===== src/rtl/load_store_unit_pkg.sv =====
// load_store_unit_pkg
// Shared definitions for the load/store unit and the code that sits around it:
//   - access size encodings (same encoding on the request and memory sides)
//   - FSM state type
//   - memory placement constants for the instruction/data memory
//   - beat_count(): number of memory beats an access needs
package load_store_unit_pkg;

  localparam logic [1:0] SIZE_BYTE    = 2'b00;
  localparam logic [1:0] SIZE_HALF    = 2'b01;
  localparam logic [1:0] SIZE_WORD    = 2'b10;
  localparam logic [1:0] SIZE_ILLEGAL = 2'b11;

  // Base address of the memory image and its size in bytes (power of two).
  localparam logic [31:0] PC_START  = 32'h0000_1000;
  localparam int          MEM_DEPTH = 4096;

  typedef enum logic [1:0] {
    IDLE = 2'd0,
    BEAT = 2'd1,
    RESP = 2'd2
  } lsu_state_e;

  // Aligned accesses need one beat; misaligned halves and words are split
  // into one byte beat per byte.
  function automatic logic [2:0] beat_count(input logic [1:0] size,
                                            input logic [1:0] addr_lo);
    logic [2:0] n;
    n = 3'd1;
    case (size)
      SIZE_HALF: n = addr_lo[0] ? 3'd2 : 3'd1;
      SIZE_WORD: n = (addr_lo == 2'b00) ? 3'd1 : 3'd4;
      default:   n = 3'd1;
    endcase
    return n;
  endfunction

endpackage


===== src/rtl/load_store_unit_extend.sv =====
// load_extend
// Combinational load-result extension. Shared by the single-beat path (data
// straight from memory) and the split path (bytes assembled over several beats).
// Ports:
//   data_i     - raw / assembled load data, right-aligned
//   size_i     - access size (byte, half, word)
//   unsigned_i - 1 = zero-extend, 0 = sign-extend
//   data_o     - extended result
module load_extend #(
  parameter int DWIDTH = 32
) (
  input  logic [DWIDTH-1:0] data_i,
  input  logic [1:0]        size_i,
  input  logic              unsigned_i,
  output logic [DWIDTH-1:0] data_o
);
  import load_store_unit_pkg::*;

  // Replicate the top bit of the accessed field unless the load is unsigned.
  always_comb begin
    data_o = data_i;
    case (size_i)
      SIZE_BYTE: data_o = {{(DWIDTH-8){~unsigned_i & data_i[7]}}, data_i[7:0]};
      SIZE_HALF: data_o = {{(DWIDTH-16){~unsigned_i & data_i[15]}}, data_i[15:0]};
      default:   data_o = data_i;
    endcase
  end

endmodule


===== src/rtl/load_store_unit.sv =====
// load_store_unit
// Memory-access initiator between the MEM stage and the memory block. Takes
// one load/store per valid/ready handshake, issues aligned accesses as a single
// beat and misaligned halves/words as byte beats, then returns one response.
// Ports:
//   clk, rst                  - clock, asynchronous active-high reset
//   req_valid_i / req_ready_o - request handshake
//   req_we_i, req_addr_i, req_wdata_i, req_size_i, req_unsigned_i - request
//   resp_valid_o, resp_rdata_o, resp_err_o - one-cycle completion
//   mem_addr_o, mem_data_o, mem_read_en_o, mem_write_en_o,
//   mem_size_o, mem_sign_extend_o      - memory port (clocked write)
//   mem_data_i                         - combinational memory read data
module load_store_unit #(
  parameter int DWIDTH = 32,
  parameter int AWIDTH = 32
) (
  input  logic              clk,
  input  logic              rst,
  input  logic              req_valid_i,
  output logic              req_ready_o,
  input  logic              req_we_i,
  input  logic [AWIDTH-1:0] req_addr_i,
  input  logic [DWIDTH-1:0] req_wdata_i,
  input  logic [1:0]        req_size_i,
  input  logic              req_unsigned_i,
  output logic              resp_valid_o,
  output logic [DWIDTH-1:0] resp_rdata_o,
  output logic              resp_err_o,
  output logic [AWIDTH-1:0] mem_addr_o,
  output logic [DWIDTH-1:0] mem_data_o,
  output logic              mem_read_en_o,
  output logic              mem_write_en_o,
  output logic [1:0]        mem_size_o,
  output logic              mem_sign_extend_o,
  input  logic [DWIDTH-1:0] mem_data_i
);
  import load_store_unit_pkg::*;

  lsu_state_e        state_q, state_d;
  logic              we_q, we_d;
  logic [AWIDTH-1:0] addr_q, addr_d;
  logic [DWIDTH-1:0] wdata_q, wdata_d;
  logic [1:0]        size_q, size_d;
  logic              unsigned_q, unsigned_d;
  logic [2:0]        nbeats_q, nbeats_d;
  logic [1:0]        beat_q, beat_d;
  logic [DWIDTH-1:0] asm_q, asm_d;
  logic [DWIDTH-1:0] rdata_q, rdata_d;
  logic              err_q, err_d;

  logic              accept;
  logic              split;
  logic              last_beat;
  logic [4:0]        lane;
  logic [DWIDTH-1:0] asm_merged;
  logic [DWIDTH-1:0] ext_in;
  logic [DWIDTH-1:0] ext_out;

  assign accept    = req_valid_i && req_ready_o;
  assign split     = (nbeats_q != 3'd1);
  assign last_beat = ({1'b0, beat_q} == (nbeats_q - 3'd1));
  assign lane      = {beat_q, 3'b000};

  // Assembly register with this beat's byte dropped into its lane, so the
  // final beat can be extended without waiting an extra cycle.
  always_comb begin
    asm_merged = asm_q;
    asm_merged[lane +: 8] = mem_data_i[7:0];
  end

  assign ext_in = split ? asm_merged : mem_data_i;

  load_extend #(.DWIDTH(DWIDTH)) u_extend (
    .data_i     (ext_in),
    .size_i     (size_q),
    .unsigned_i (unsigned_q),
    .data_o     (ext_out)
  );

  // State and request registers; reset aborts any access in flight.
  always_ff @(posedge clk or posedge rst) begin
    if (rst) begin
      state_q    <= IDLE;
      we_q       <= 1'b0;
      addr_q     <= '0;
      wdata_q    <= '0;
      size_q     <= 2'b00;
      unsigned_q <= 1'b0;
      nbeats_q   <= 3'd0;
      beat_q     <= 2'd0;
      asm_q      <= '0;
      rdata_q    <= '0;
      err_q      <= 1'b0;
    end else begin
      state_q    <= state_d;
      we_q       <= we_d;
      addr_q     <= addr_d;
      wdata_q    <= wdata_d;
      size_q     <= size_d;
      unsigned_q <= unsigned_d;
      nbeats_q   <= nbeats_d;
      beat_q     <= beat_d;
      asm_q      <= asm_d;
      rdata_q    <= rdata_d;
      err_q      <= err_d;
    end
  end

  // Next-state logic. rdata/err are cleared at accept and on leaving RESP so
  // the response outputs read 0 whenever resp_valid_o is low.
  always_comb begin
    state_d    = state_q;
    we_d       = we_q;
    addr_d     = addr_q;
    wdata_d    = wdata_q;
    size_d     = size_q;
    unsigned_d = unsigned_q;
    nbeats_d   = nbeats_q;
    beat_d     = beat_q;
    asm_d      = asm_q;
    rdata_d    = rdata_q;
    err_d      = err_q;
    case (state_q)
      IDLE: begin
        if (accept) begin
          we_d       = req_we_i;
          addr_d     = req_addr_i;
          wdata_d    = req_wdata_i;
          size_d     = req_size_i;
          unsigned_d = req_unsigned_i;
          nbeats_d   = beat_count(req_size_i, req_addr_i[1:0]);
          beat_d     = 2'd0;
          asm_d      = '0;
          rdata_d    = '0;
          err_d      = (req_size_i == SIZE_ILLEGAL);
          state_d    = (req_size_i == SIZE_ILLEGAL) ? RESP : BEAT;
        end
      end
      BEAT: begin
        if (!we_q) begin
          asm_d = asm_merged;
        end
        if (last_beat) begin
          state_d = RESP;
          if (!we_q) begin
            rdata_d = ext_out;
          end
        end else begin
          beat_d = beat_q + 2'd1;
        end
      end
      RESP: begin
        state_d = IDLE;
        rdata_d = '0;
        err_d   = 1'b0;
      end
      default: state_d = IDLE;
    endcase
  end

  // Memory port: all zero outside BEAT. Split beats are always unextended
  // byte accesses at addr + k; the byte for lane k is right-aligned.
  always_comb begin
    mem_addr_o        = '0;
    mem_data_o        = '0;
    mem_read_en_o     = 1'b0;
    mem_write_en_o    = 1'b0;
    mem_size_o        = 2'b00;
    mem_sign_extend_o = 1'b0;
    if (state_q == BEAT) begin
      mem_read_en_o  = !we_q;
      mem_write_en_o = we_q;
      if (split) begin
        mem_addr_o = addr_q + AWIDTH'(beat_q);
        mem_data_o = {{(DWIDTH-8){1'b0}}, wdata_q[lane +: 8]};
        mem_size_o = SIZE_BYTE;
      end else begin
        mem_addr_o        = addr_q;
        mem_data_o        = wdata_q;
        mem_size_o        = size_q;
        mem_sign_extend_o = !unsigned_q;
      end
    end
  end

  assign req_ready_o  = (state_q == IDLE) && !rst;
  assign resp_valid_o = (state_q == RESP);
  assign resp_rdata_o = rdata_q;
  assign resp_err_o   = err_q;

endmodule

===== config.mk =====
export PLATFORM = sky130hd
export DESIGN_NAME = load_store_unit
export DESIGN_NICKNAME = d
export VERILOG_FILES = /design/src/rtl/load_store_unit_pkg.sv /design/src/rtl/load_store_unit_extend.sv /design/src/rtl/load_store_unit.sv
export SDC_FILE = /design/constraint.sdc
export NUM_CORES = 1
export LEC_CHECK = 0
export ABC_AREA = 1
export BUFFER_PORTS_ARGS = -buffer_cell sky130_fd_sc_hd__buf_4
export CAP_MARGIN = 20
export CORE_MARGIN = 10
export CORE_UTILIZATION = 35
export CTS_CLUSTER_SIZE = 16
export DETAILED_ROUTE_END_ITERATION = 12
export HOLD_SLACK_MARGIN = 0.02
export REMOVE_ABC_BUFFERS = 1
export SKIP_CTS_REPAIR_TIMING = 1
export SLEW_MARGIN = 10
export SYNTH_ARGS = -nofsm -noshare
export SYNTH_HDL_FRONTEND = slang
export SYNTH_SLANG_ARGS = --single-unit

===== constraint.sdc =====
create_clock -name clk -period 7.9 [get_ports clk]
set_input_delay 0.79 -clock clk [delete_from_list [all_inputs] [get_ports clk]]
set_output_delay 0.79 -clock clk [all_outputs]
set_load 0.05 [all_outputs]

# Word level (Yosys, flattened, before mapping)
# Cells that the tools add are included.
# Widths: inputs -> output; s select.
# op_classes
n_reduce_logical	17
n_shift	3
add_sub_neg	4
bitwise	3
n_mux	31
eq_ne	12
# ops
op	n
$mux 32	9
$pmux 32 s2	2
$pmux 32 s3	1
$add 32x2->32	1
$bwmux 32	1
$shift 8x7->32 const A	1
$shiftx 32x6->8	1
$shiftx 8x7->32	1
$mux 2	8
$ne 2x2->1 const B	4
$pmux 2 s2	2
$neg 5->7	1
$eq 2x1->1 const B	3
$eq 2x2->1 const B	3
$logic_not 2->1	3
$pmux 3 s2	1
$reduce_and 2->1	3
$reduce_and 3->1	2
$mux 1	5
$reduce_and 4->1	1
$reduce_bool 2->1	2
$eq 2x3->1	1
$logic_not 1->1	3
$mux 3	1
other kinds (8)	10
# totals
word_cells	81
regBits	140
inputBits	103
out_inout_bits	104

# Depth between registers and ports, before layout
# depth
ltp_word	9
mapped_depth	13
depth_no_buf	12

# By module
# Synthesis repeated with hierarchy kept, for this count alone.
# hier_totals
cells_unflattened	1173
hier_area_um2	8409.3
# by_module_without_submodules
module	area_per_inst_um2	seq_area_each_um2	n_inst	cells_per_inst
load_store_unit	8005.2	3503.4	1	1102
load_extend	404.1	0.0	1	71

# Least setup slack after synthesis
# OpenSTA, ideal clock, no wires.
# synth_path
kind	register to output
start	register beat_q[1]
end	output port mem_addr_o[14]
t_arrival_ps	2848
t_required_ps	7110
path_stages_with_launch	11
setup_slack_ps	4262
n_path_buf	1
cell_sequence	dfrtp_1 > inv_1 > clkbuf_1 > fa_1 > inv_1 > nand3_1 > nor2_1 > nand2_1 > nor2_1 > nor2_1 > nor3_1
# synth_via
elab_chain_cells	3
# synth_lines
element	line_no	source
from (decl)	load_store_unit.sv:46	logic [1:0] beat_q, beat_d;
from (signal assigned)	load_store_unit.sv:102	beat_q <= beat_d;
$add 32x2->32	load_store_unit.sv:174	mem_addr_o = addr_q + AWIDTH'(beat_q);
$mux 32	load_store_unit.sv:173	if (split) begin
$mux 32	load_store_unit.sv:170	if (state_q == BEAT) begin
to (decl)	load_store_unit.sv:29	output logic [AWIDTH-1:0] mem_addr_o,
# No other way between the ends.

# Worst setup path after layout
# layout_path
start	register nbeats_q[1]
end	output port mem_size_o[0]
# layout_via
elab_chain_cells	3
# layout_lines
element	line_no	source
from (decl)	load_store_unit.sv:45	logic [2:0] nbeats_q, nbeats_d;
from (signal assigned)	load_store_unit.sv:101	nbeats_q <= nbeats_d;
$ne 3x1->1	load_store_unit.sv:60	assign split = (nbeats_q != 3'd1);
$mux 2	load_store_unit.sv:173	
$mux 2	load_store_unit.sv:170	
to (decl)	load_store_unit.sv:33	output logic [1:0] mem_size_o,
# No other way between the ends.

==> impl_metrics.tcl <==
set metrics [dict create \
    status "completed" \
    p_per_area_nw_per_um2 415.5 \
    synth-seq-area-share 0.4373 \
    portBuffers 206 \
    finalCritPeriodShare 0.4981 \
    nFillCells 2361 \
    die_w_um 171.3 \
    maxCapViolations 0 \
    synth.most_common_cell "nand2_1" \
    antenna_found_initial 1 \
    relSlewSlack 0.3588 \
    drive_gt1_frac 0.1950 \
    dieArea_um2 29340 \
    initial_core_util 0.3549 \
    fmax_mhz 254.1 \
    nets 1462 \
    htreeDepth 4 \
    rows 55 \
    path_buf_inv 3 \
    dpl.hpwl_um 18920 \
    cpMostUsedCell "inv_1" \
    avgSynthCellArea_um2 6.877 \
    path_cells "inv_1 -> ha_1 -> inv_1 -> nor2_4 -> nand2_1 -> nor2_1 -> buf_4" \
    start_kind "register" \
    synth-seq-cells 140 \
    tightestPinTransition_ns 0.9595 \
    clock-sinks 140 \
    vias 7970 \
    busiest_layer "met2" \
    gr-usage-met1 0.2216 \
    crit_fanout 37 \
    numCtsBuffers 17 \
    vdd_drop_max_v 0.0001693 \
    first_pass_iters 6 \
    clock_latency_ns 0.43 \
    synth_edf_count 0 \
    gp_congestion 0.8591 \
    cts.reportedPaths.clkPinSlew_ns 0.06 \
    postSynth.asyncResetShare 1.000 \
    min_to "wdata_q[0]" \
    track_usage 0.1801 \
    reg2reg_slack_ns 4.87 \
    ys_top_cells_by_count "nand2_1, o21ai_0, dfrtp_1, inv_1, nor2_1" \
    grt-ovfl-total 0 \
    area_growth_pct 28.63 \
    synthFlopType "dfrtp_1" \
    synth_area_leaders "dfrtp_1, nand2_1, o21ai_0" \
    ant_nets 0 \
    hp-start "wdata_q[0]" \
    routedWlPerCell_um 16.16 \
    critical-path-max-stage-delay_ns 0.74 \
    synth-warning-count 0 \
    gr-usage-met3 0.06716 \
    hp-class "reg -> reg" \
    die_h_um 171.3 \
    cpMaxStageDelayCell "nand2_1" \
    r2r-end "asm_q[6]" \
    skew_ns 0.01314 \
    synth_area_leader_cell "dfrtp_1" \
    min_period_ns 3.935 \
    synth_cell_type_count 36 \
    critPathTopFamily "simple AND/OR/NAND/NOR gates" \
    postRouteWirelength_um 26580 \
    synth_top_area_frac 0.4373 \
    grt_first_pass_wirelength_um 42210 \
    design_area_um2 10300 \
    grt_max_degree 105 \
    use_met2 0.2963 \
    viasPerCell 4.845 \
    grt_pass1_vias 7998 \
    crit_arrival_ns 3.15 \
    worstPathRequired_ns 7.11 \
    cts_tree "built" \
    syn_area_um2 8011 \
    report.final.slew_viol_count 0 \
    cts_root_buf "clkbuf_16" \
    crit_path_end_kind "primary output" \
    rsz0062_at_grt "false" \
    ios 207 \
    syn_inst 1165 \
    fin_setup_tns_ns 0 \
    setup_viol 0 \
    core_um2 22570 \
    min_path_cells 2 \
    place_area_um2 9749 \
    leakage_nw 5.347 \
    clk_path_buf_depth 2 \
    drtIter0Drc 463 \
    reg2regPathDepth 8 \
    hold_violations 0 \
    worstSetupPathType "reg -> out" \
    drc 0 \
    r2r-start "state_q[0]" \
]
final cells by class:
type                            count  area (um2)  share of cell area
Inverter                          131       496.7             0.04820
Antenna cell                        1       2.502           0.0002428
Sequential cell                   140        3503              0.3400
Multi-Input combinational cell    843        3794              0.3681
Timing Repair Buffer              213        1599              0.1552
Clock buffer                       18       429.2             0.04165
Tap cell                          285       356.6             0.03460
Clock inverter                     14       123.9             0.01202
where the power goes:
part / leakage, nW / switching (W) / total (W) / internal, W
Clock: 0.262 / 0.000332 / 0.000764 / 0.000433
Combinational: 3.25 / 0.00170 / 0.00233 / 0.000629
Sequential: 1.83 / 0.000206 / 0.00119 / 0.000985
Total: 5.35 / 0.00223 / 0.00428 / 0.00205
routing by layer:
metal	vias to the layer above	share of wire
met5	-	0.00075
met4	2	0.0084
met3	16	0.085
met2	234	0.47
met1	3683	0.44
li1	4035	-
worst max path at each step:
stage | from | end | slack (ns) | depth (start not counted)
floorplan | rst | addr_q[0] | 3.36 | 1
global placement | nbeats_q[1] | mem_size_o[1] | 4.45 | 7
detailed placement | nbeats_q[1] | mem_size_o[0] | 4.28 | 7
CTS | nbeats_q[1] | mem_size_o[0] | 3.84 | 7
global route | nbeats_q[1] | mem_size_o[0] | 3.72 | 7
finish | nbeats_q[1] | mem_size_o[0] | 3.96 | 7
sequential cells by signal, summed over array words and instances (netlist names):
register      cells
addr_q           32
asm_q            32
beat_q            2
nbeats_q          3
resp_err_o        1
resp_rdata_o     32
size_q            2
state_q           2
unsigned_q        1
wdata_q          32
we_q              1
cells in the final DEF, fill, tap and decap left out, types with 2 or more instances in the layout:
cell type / synthesis / routed
nand2_2: 2 / 3
ha_1: 12 / 12
a22oi_1: 7 / 7
buf_4: 2 / 213
inv_2: 4 / 5
nand2_1: 412 / 411
nor3_1: 10 / 10
o21ai_0: 156 / 156
clkinv_4: 0 / 4
clkbuf_16: 0 / 17
nand4_1: 5 / 5
dfrtp_1: 140 / 140
nor2_4: 1 / 2
or2_2: 2 / 2
clkinv_2: 0 / 4
nor2_1: 114 / 113
inv_1: 127 / 125
a21oi_1: 52 / 52
nand3_2: 2 / 2
inv_6: 0 / 2
clkinvlp_4: 0 / 4
o22ai_1: 3 / 3
nand3_1: 51 / 51
tightest hold or removal path: cells and delay by family, from the launching register on:
family | cells | cell delay [ns]
flip-flops | 1 | 0.34
AND/OR/NAND/NOR | 2 | 0.10
metrics by stage:
stage          hold WS [ns]  setup slack, ns  cells  utilization  power, W
2_1_floorplan        0.4436            3.357   1114            -  0.002762
3_3_place_gp         0.4568            4.452   1612       0.4319  0.003525
3_5_place_dp         0.4643            4.278   1612       0.4319  0.003553
4_1_cts              0.4809            3.839   1644       0.4564  0.004331
5_1_grt              0.4902            3.720   1644       0.4564  0.004623
6_report             0.4786            3.965   1645       0.4565  0.004281
kinds of logic (layout without fill, tap and decap cells):
family / after synthesis / in the layout / synth area share
fa+ha+maj: 13 / 13 / 0.02124
other cells: 0 / 1 / 0
compound gates: 223 / 223 / 0.1438
buf+inv: 182 / 376 / 0.09043
xor+xnor: 1 / 1 / 0.001093
simple gates: 606 / 606 / 0.3061
flops: 140 / 140 / 0.4373
No activity file was read; power rests on OpenSTA's default activity.
